`config.mk`:
```
export PLATFORM = sky130hd
export DESIGN_NAME = debounce_sync
export DESIGN_NICKNAME = d
export VERILOG_FILES = /design/src/rtl/debounce_sync.sv
export SDC_FILE = /design/constraint.sdc
export NUM_CORES = 1
export LEC_CHECK = 0
export CELL_PAD_IN_SITES_DETAIL_PLACEMENT = 1
export CELL_PAD_IN_SITES_GLOBAL_PLACEMENT = 2
export CORE_MARGIN = 5
export CORE_UTILIZATION = 39
export DETAILED_ROUTE_END_ITERATION = 7
export PLACE_DENSITY = 0.81
export SETUP_SLACK_MARGIN = 0.1
export SYNTH_ARGS = -nofsm -noshare
export SYNTH_HDL_FRONTEND = slang
export SYNTH_SLANG_ARGS = --single-unit
```
`constraint.sdc`:
```
create_clock -name clk -period 4.47 [get_ports clk]
set_input_delay 1.341 -clock clk [delete_from_list [all_inputs] [get_ports clk]]
set_output_delay 1.341 -clock clk [all_outputs]
set_load 0.005 [all_outputs]
```
`src/rtl/debounce_sync.sv`:
```
// rtl/debounce_sync.sv - synchronizer, stability counter and edge pulses for a raw switch input
// Optional DEBOUNCE_TOGGLE_EN adds toggle_out, a push-on/push-off latch driven by rise.
module debounce_sync #(
    parameter int   SYNC_STAGES  = 2,
    parameter int   CNT_WIDTH    = 16,
    parameter int   STABLE_COUNT = 50000,
    parameter logic INIT_LEVEL   = 1'b0
) (
    input  logic clk,
    input  logic reset,
    input  logic tick,
    input  logic din,
    output logic level_out,
    output logic rise,
    output logic fall,
    output logic busy
`ifdef DEBOUNCE_TOGGLE_EN
    ,
    output logic toggle_out
`endif
);

    localparam logic [0:0] ST_STABLE = 1'b0;
    localparam logic [0:0] ST_CHECK  = 1'b1;

    localparam logic [CNT_WIDTH-1:0] CNT_LAST = CNT_WIDTH'(STABLE_COUNT - 1);
    localparam logic [CNT_WIDTH-1:0] CNT_ONE  = CNT_WIDTH'(1);

    logic [SYNC_STAGES-1:0] sync_q;
    logic                   s;
    logic                   differs;

    logic [0:0]             state_q;
    logic [0:0]             state_d;
    logic [CNT_WIDTH-1:0]   cnt_q;
    logic [CNT_WIDTH-1:0]   cnt_d;
    logic                   level_d;
    logic                   accept;

    // Synchronizer runs every clock, independent of tick.
    always_ff @(posedge clk or negedge reset) begin
        if (!reset) begin
            sync_q <= {SYNC_STAGES{INIT_LEVEL}};
        end else begin
            sync_q <= {sync_q[SYNC_STAGES-2:0], din};
        end
    end

    assign s       = sync_q[SYNC_STAGES-1];
    assign differs = (s != level_out);

    always_comb begin
        state_d = state_q;
        cnt_d   = cnt_q;
        level_d = level_out;
        accept  = 1'b0;
        case (state_q)
            ST_STABLE: begin
                cnt_d = '0;
                if (differs) begin
                    state_d = ST_CHECK;
                end
            end
            ST_CHECK: begin
                if (!differs) begin
                    // Input fell back before qualifying: a bounce restarts from zero.
                    state_d = ST_STABLE;
                    cnt_d   = '0;
                end else if (tick) begin
                    if (cnt_q == CNT_LAST) begin
                        accept  = 1'b1;
                        level_d = s;
                        cnt_d   = '0;
                        state_d = ST_STABLE;
                    end else begin
                        cnt_d = cnt_q + CNT_ONE;
                    end
                end
            end
            default: begin
                state_d = ST_STABLE;
                cnt_d   = '0;
            end
        endcase
    end

    always_ff @(posedge clk or negedge reset) begin
        if (!reset) begin
            state_q   <= ST_STABLE;
            cnt_q     <= '0;
            level_out <= INIT_LEVEL;
            rise      <= 1'b0;
            fall      <= 1'b0;
        end else begin
            state_q   <= state_d;
            cnt_q     <= cnt_d;
            level_out <= level_d;
            rise      <= accept & s;
            fall      <= accept & ~s;
        end
    end

    assign busy = (state_q == ST_CHECK);

`ifdef DEBOUNCE_TOGGLE_EN
    // Flips on the same edge that raises rise, so it tracks level acceptance directly.
    always_ff @(posedge clk or negedge reset) begin
        if (!reset) begin
            toggle_out <= 1'b0;
        end else if (accept && s) begin
            toggle_out <= ~toggle_out;
        end
    end
`endif

endmodule

```
==> impl_summary.md <==
Run status
The flow ran to the end, and the final reports show no timing, DRC or antenna violations.

Clocking
Clock-pin slew was measured on the worst setup and hold paths at 0.13 ns. The number of hold-repair buffers added at the cts stage is 0. The number of buffers inserted to repair setup after CTS is 0.

The clock root buffer is sky130_fd_sc_hd__clkbuf_4. In this run the number of H-tree levels came out at 1. The count of cells resized by post-cts repair is 0. The CTS tree is built. The clock insertion delay at the later pin of the skew report is 0.32 ns. No sink is reached through more buffers than the 2 on the longest clock path. The clock buffer count from CTS is 3. The clock sink total is 22.

Setup path
The critical path runs through a total of 5 cells. The largest single stage delay on the critical path is 0.55 ns. The kind of cell adding the most delay to the critical path is buffers and inverters. In this run the worst path has a maximum fanout of 12. Data on the critical path arrives at its endpoint at 2.86 ns. In this run the critical register-to-register path is launched from cnt_q[4]$_DFFE_PN0P_.

The worst register-to-register path has a depth of 4. The most critical setup path has its startpoint at tick. The endpoint of the worst-slack reg-to-reg timing path is cnt_q[10]$_DFFE_PN0P_.

The worst setup path is of the in -> reg kind. The setup check on the worst reg-to-reg path leaves a slack of 2.23 ns. STA classifies the critical path endpoint as a flip-flop. The slowest library cell on the worst path is sky130_fd_sc_hd__clkdlybuf4s50_1. The most critical setup path has its endpoint at cnt_q[12]$_DFFE_PN0P_. The startpoint class of the critical path is an input pin. The required time at the worst-slack endpoint is 4.71 ns.

Counting both buffers and inverters, the worst setup path holds a total of 2. Walking the worst path, the cells encountered are clkdlybuf4s50_1 > and3_1 > buf_4 > nand3b_1 > a31oi_1.

Drt
The number of vias per cell is 6.344. After the first detailed-routing iteration, the DRC count stood at 52. After detailed routing, the average wire length per cell comes to 18.25 um. In the routed design, unresolved DRC markers number 0. Once detail routing completed, the nets flagged for antenna violations numbered 0. The total routed wirelength is 2920 um. The routed layout has 1015 vias. The first detailed-routing pass ran for 4 iterations.

Place
In this run the tool buffered the top-level ports with 7 buffer cells. The detailed-placement wirelength estimate is 2086 um. The placer's final routability congestion estimate is 0.7959.

GRT
The global routing usage summed across all routing layers is 15.65%. After global routing the overflow that remains totals 0. The initial antenna violation count is 0. The via count of the first global-routing pass is 1046. The first global-routing pass estimated 5140 um of wire.

The pin count of the biggest net entering global routing is 23.

Yosys
The cell area that synthesis handed to floorplanning was 1192 sq um. The count of synthesis-stage warnings from yosys is 0. After synthesis, the share of flip-flops with an asynchronous set or reset is 100.0%. Each instance of the synthesized netlist takes up on average 9.616 sq um.

The share of the Yosys chip area taken by registers is 46.17%. Counting flops and latches in the post-synthesis netlist gives 22. In this run, synthesis inferred 0 flip-flops with an integrated enable.

Summed over its instances, the top area cell type makes up 46.17% of the synthesized netlist area. Counting every net in the synthesized netlist gives 129. The library cell with the largest summed area after synthesis is sky130_fd_sc_hd__dfrtp_1.

Among all flip-flop cells after synthesis, the most frequent one is sky130_fd_sc_hd__dfrtp_1. Counting every instance in the synthesized netlist gives 124. The number of distinct library cell variants in the gate-level netlist after synthesis is 37. By area the synthesized netlist is led by sky130_fd_sc_hd__dfrtp_1 46%, sky130_fd_sc_hd__a31oi_1 8.4%, sky130_fd_sc_hd__nand4_1 4.7%.

Min path
The hold-critical path depth is 0. The class of the tightest hold or removal check is reg -> reg.

Timing
The actual transition at the worst max-transition pin is 1.029 ns. The final clock skew is 0.005740 ns. Summed over all failing endpoints, the final setup total negative slack is 0 ns. The worst slack on hold paths is 0.3758 ns. The final max-slew violation count was 0. Setup repair after global routing left no endpoint under its margin. The minimum clock period after layout is 2.615 ns.

The final count of negative-setup-slack endpoints is 0. The worst pin sits at a relative slew slack of 31.18%. The share of the clock period used by the worst path is 58.51%.

For this run, the top clock speed supported by timing is 382.4 MHz. The number of endpoints with negative hold slack in the final report was 0.

Pwr
The sequential share of power is 54.0%. In this run switching power makes up 20.70% of total power. Of the total power, combinational logic draws 4.9%. The analysis attributes to cell leakage a power of 0.5017 nW. The power per cell area is 288.0 nW/um^2. The internal power is 298.3 uW.

The switching power total is 77.85 uW. Per report_power, the clock group accounts for 41.2% of the total. The worst ir drop on vdd is 0.1178 mV.

Floorplanning
After floorplanning, the core was divided into 20 placement rows. Pin placement for this block handled 8 I/O pins. The region available for standard cell placement spans 3003 sq um. The full die area is 4263 sq um. The die is 65.30 um tall. The horizontal die dimension is 65.30 um. The starting utilization of the core area is 39.71%.

Run
Max-cap violations in this run came to 0.

Final layout
The number of antenna diodes in the final layout is 0. The fraction of layout cells with a size suffix above 1 is 9.449%. After filler insertion, the fill cell instance count of the layout stands at 341. The layout-stage area growth over the synthesis result is 9.549%. The number of nets in the layout is 133.
## kinds of logic after synthesis
family                   count (synthesis)  synth area share, %
AO/OA/AOI/OAI                           24                13.01
XOR/XNOR                                 2                1.469
adder cells (fa/ha/maj)                  1                1.049
buffers and inverters                   13                6.084
flip-flops                              22                46.17
multiplexers                             1               0.9443
AND/OR/NAND/NOR                         61                31.27
## cells in the final DEF, fill, tap and decap left out
master                             n
sky130_fd_sc_hd__xor2_1            2
sky130_fd_sc_hd__and3b_1           1
sky130_fd_sc_hd__bufinv_16         1
sky130_fd_sc_hd__or4b_4            1
sky130_fd_sc_hd__o311ai_1          1
sky130_fd_sc_hd__nand3b_1          7
sky130_fd_sc_hd__or2_2             1
sky130_fd_sc_hd__or4_1             1
sky130_fd_sc_hd__nor2_1            3
sky130_fd_sc_hd__o22ai_1           2
sky130_fd_sc_hd__a41oi_1           1
sky130_fd_sc_hd__and3_2            1
sky130_fd_sc_hd__nand4b_1          1
sky130_fd_sc_hd__a21oi_1           2
sky130_fd_sc_hd__buf_4             1
sky130_fd_sc_hd__clkdlybuf4s50_1   7
sky130_fd_sc_hd__or3_2             1
sky130_fd_sc_hd__inv_1             4
sky130_fd_sc_hd__nand4_1           9
sky130_fd_sc_hd__nor3_1            4
sky130_fd_sc_hd__nand2_1          12
sky130_fd_sc_hd__and3_1            3
sky130_fd_sc_hd__a32o_1            1
sky130_fd_sc_hd__clkbuf_4          3
sky130_fd_sc_hd__or4_4             1
sky130_fd_sc_hd__nor4_1            2
sky130_fd_sc_hd__or4b_1            1
sky130_fd_sc_hd__nor3b_1           2
sky130_fd_sc_hd__and2_1            1
sky130_fd_sc_hd__and4_2            1
sky130_fd_sc_hd__o21ai_0           1
sky130_fd_sc_hd__a31oi_1          16
sky130_fd_sc_hd__dfrtp_1          22
sky130_fd_sc_hd__mux2_2            1
sky130_fd_sc_hd__ha_1              1
sky130_fd_sc_hd__nand3_1           7
sky130_fd_sc_hd__and4_1            1
## through the flow
step	cell area, sq um	util (%)	total power, mW	cells	setup slack [ns]
finish	1306	43.50	0.3761	160	1.855
floorplan	1192	-	0.2146	124	2.238
detailed placement	1254	41.75	0.2256	156	1.508
global placement	1254	41.75	0.2245	156	1.558
CTS	1306	43.50	0.3835	160	1.837
global route	1306	43.50	0.3958	160	1.710
## synth_stat cells (2+ instances only)
cell type / number
sky130_fd_sc_hd__nand3b_1: 7
sky130_fd_sc_hd__clkbuf_1: 4
sky130_fd_sc_hd__nor2_1: 3
sky130_fd_sc_hd__nor4_1: 2
sky130_fd_sc_hd__nor3_1: 4
sky130_fd_sc_hd__and3_1: 3
sky130_fd_sc_hd__a31oi_1: 16
sky130_fd_sc_hd__xor2_1: 2
sky130_fd_sc_hd__dfrtp_1: 22
sky130_fd_sc_hd__nor3b_1: 2
sky130_fd_sc_hd__o22ai_1: 2
sky130_fd_sc_hd__inv_1: 4
sky130_fd_sc_hd__buf_6: 3
sky130_fd_sc_hd__nand3_1: 7
sky130_fd_sc_hd__nand4_1: 9
sky130_fd_sc_hd__nand2_1: 12
sky130_fd_sc_hd__a21oi_1: 2
## layout make-up
cell class	count	area, sq um	area share (%)
clock buffers	3	22.52	1.724
clock inverters	1	30.03	2.299
inverters	4	15.01	1.149
multi-input cells	89	569.3	43.58
flip-flops and latches	22	550.5	42.15
well taps	33	41.29	3.161
repair buffers	8	77.57	5.939
## worst min-delay path by stage
stage,slack [ns],startpoint,to
after global routing,0.41,sync_q[0]$_DFF_PN0_,sync_q[1]$_DFF_PN0_
final,0.38,sync_q[0]$_DFF_PN0_,sync_q[1]$_DFF_PN0_
after global placement,0.33,sync_q[0]$_DFF_PN0_,sync_q[1]$_DFF_PN0_
after CTS,0.38,sync_q[0]$_DFF_PN0_,sync_q[1]$_DFF_PN0_
after floorplan,0.33,sync_q[0]$_DFF_PN0_,sync_q[1]$_DFF_PN0_
after detailed placement,0.35,sync_q[0]$_DFF_PN0_,sync_q[1]$_DFF_PN0_
## worst reg2reg max path, delay by kind of cell, from the launching register on
| kind | cells | cell delay (ns) |
|---|---|---|
| AOI/OAI and AO/OA | 1 | 0.12 |
| DFF | 1 | 0.51 |
| and+or+nand+nor | 3 | 1.49 |
## layer usage
metal  track usage, %  up-vias  routed length (um)
li1                 -      480                   -
met1            20.49      519                1355
met2            25.92       11                1444
met3            2.735        5                  71
met4            5.440        0                  49
met5                0        -                   0
## power groups by stage
stage | clock [mW] | combinational [mW] | sequential (mW)
2_1_floorplan | 0 | 0.00830 | 0.206
3_3_place_gp | 0 | 0.0179 | 0.207
3_5_place_dp | 0 | 0.0188 | 0.207
4_1_cts | 0.162 | 0.0188 | 0.203
5_1_grt | 0.171 | 0.0210 | 0.204
6_report | 0.155 | 0.0183 | 0.203
## flip-flops by register name (all words and copies together), names as in the netlist
| signal | cells |
|---|---|
| cnt_q | 16 |
| sync_q | 2 |
| busy | 1 |
| fall | 1 |
| level_out | 1 |
| rise | 1 |
Power figures use the tool's default switching activity.
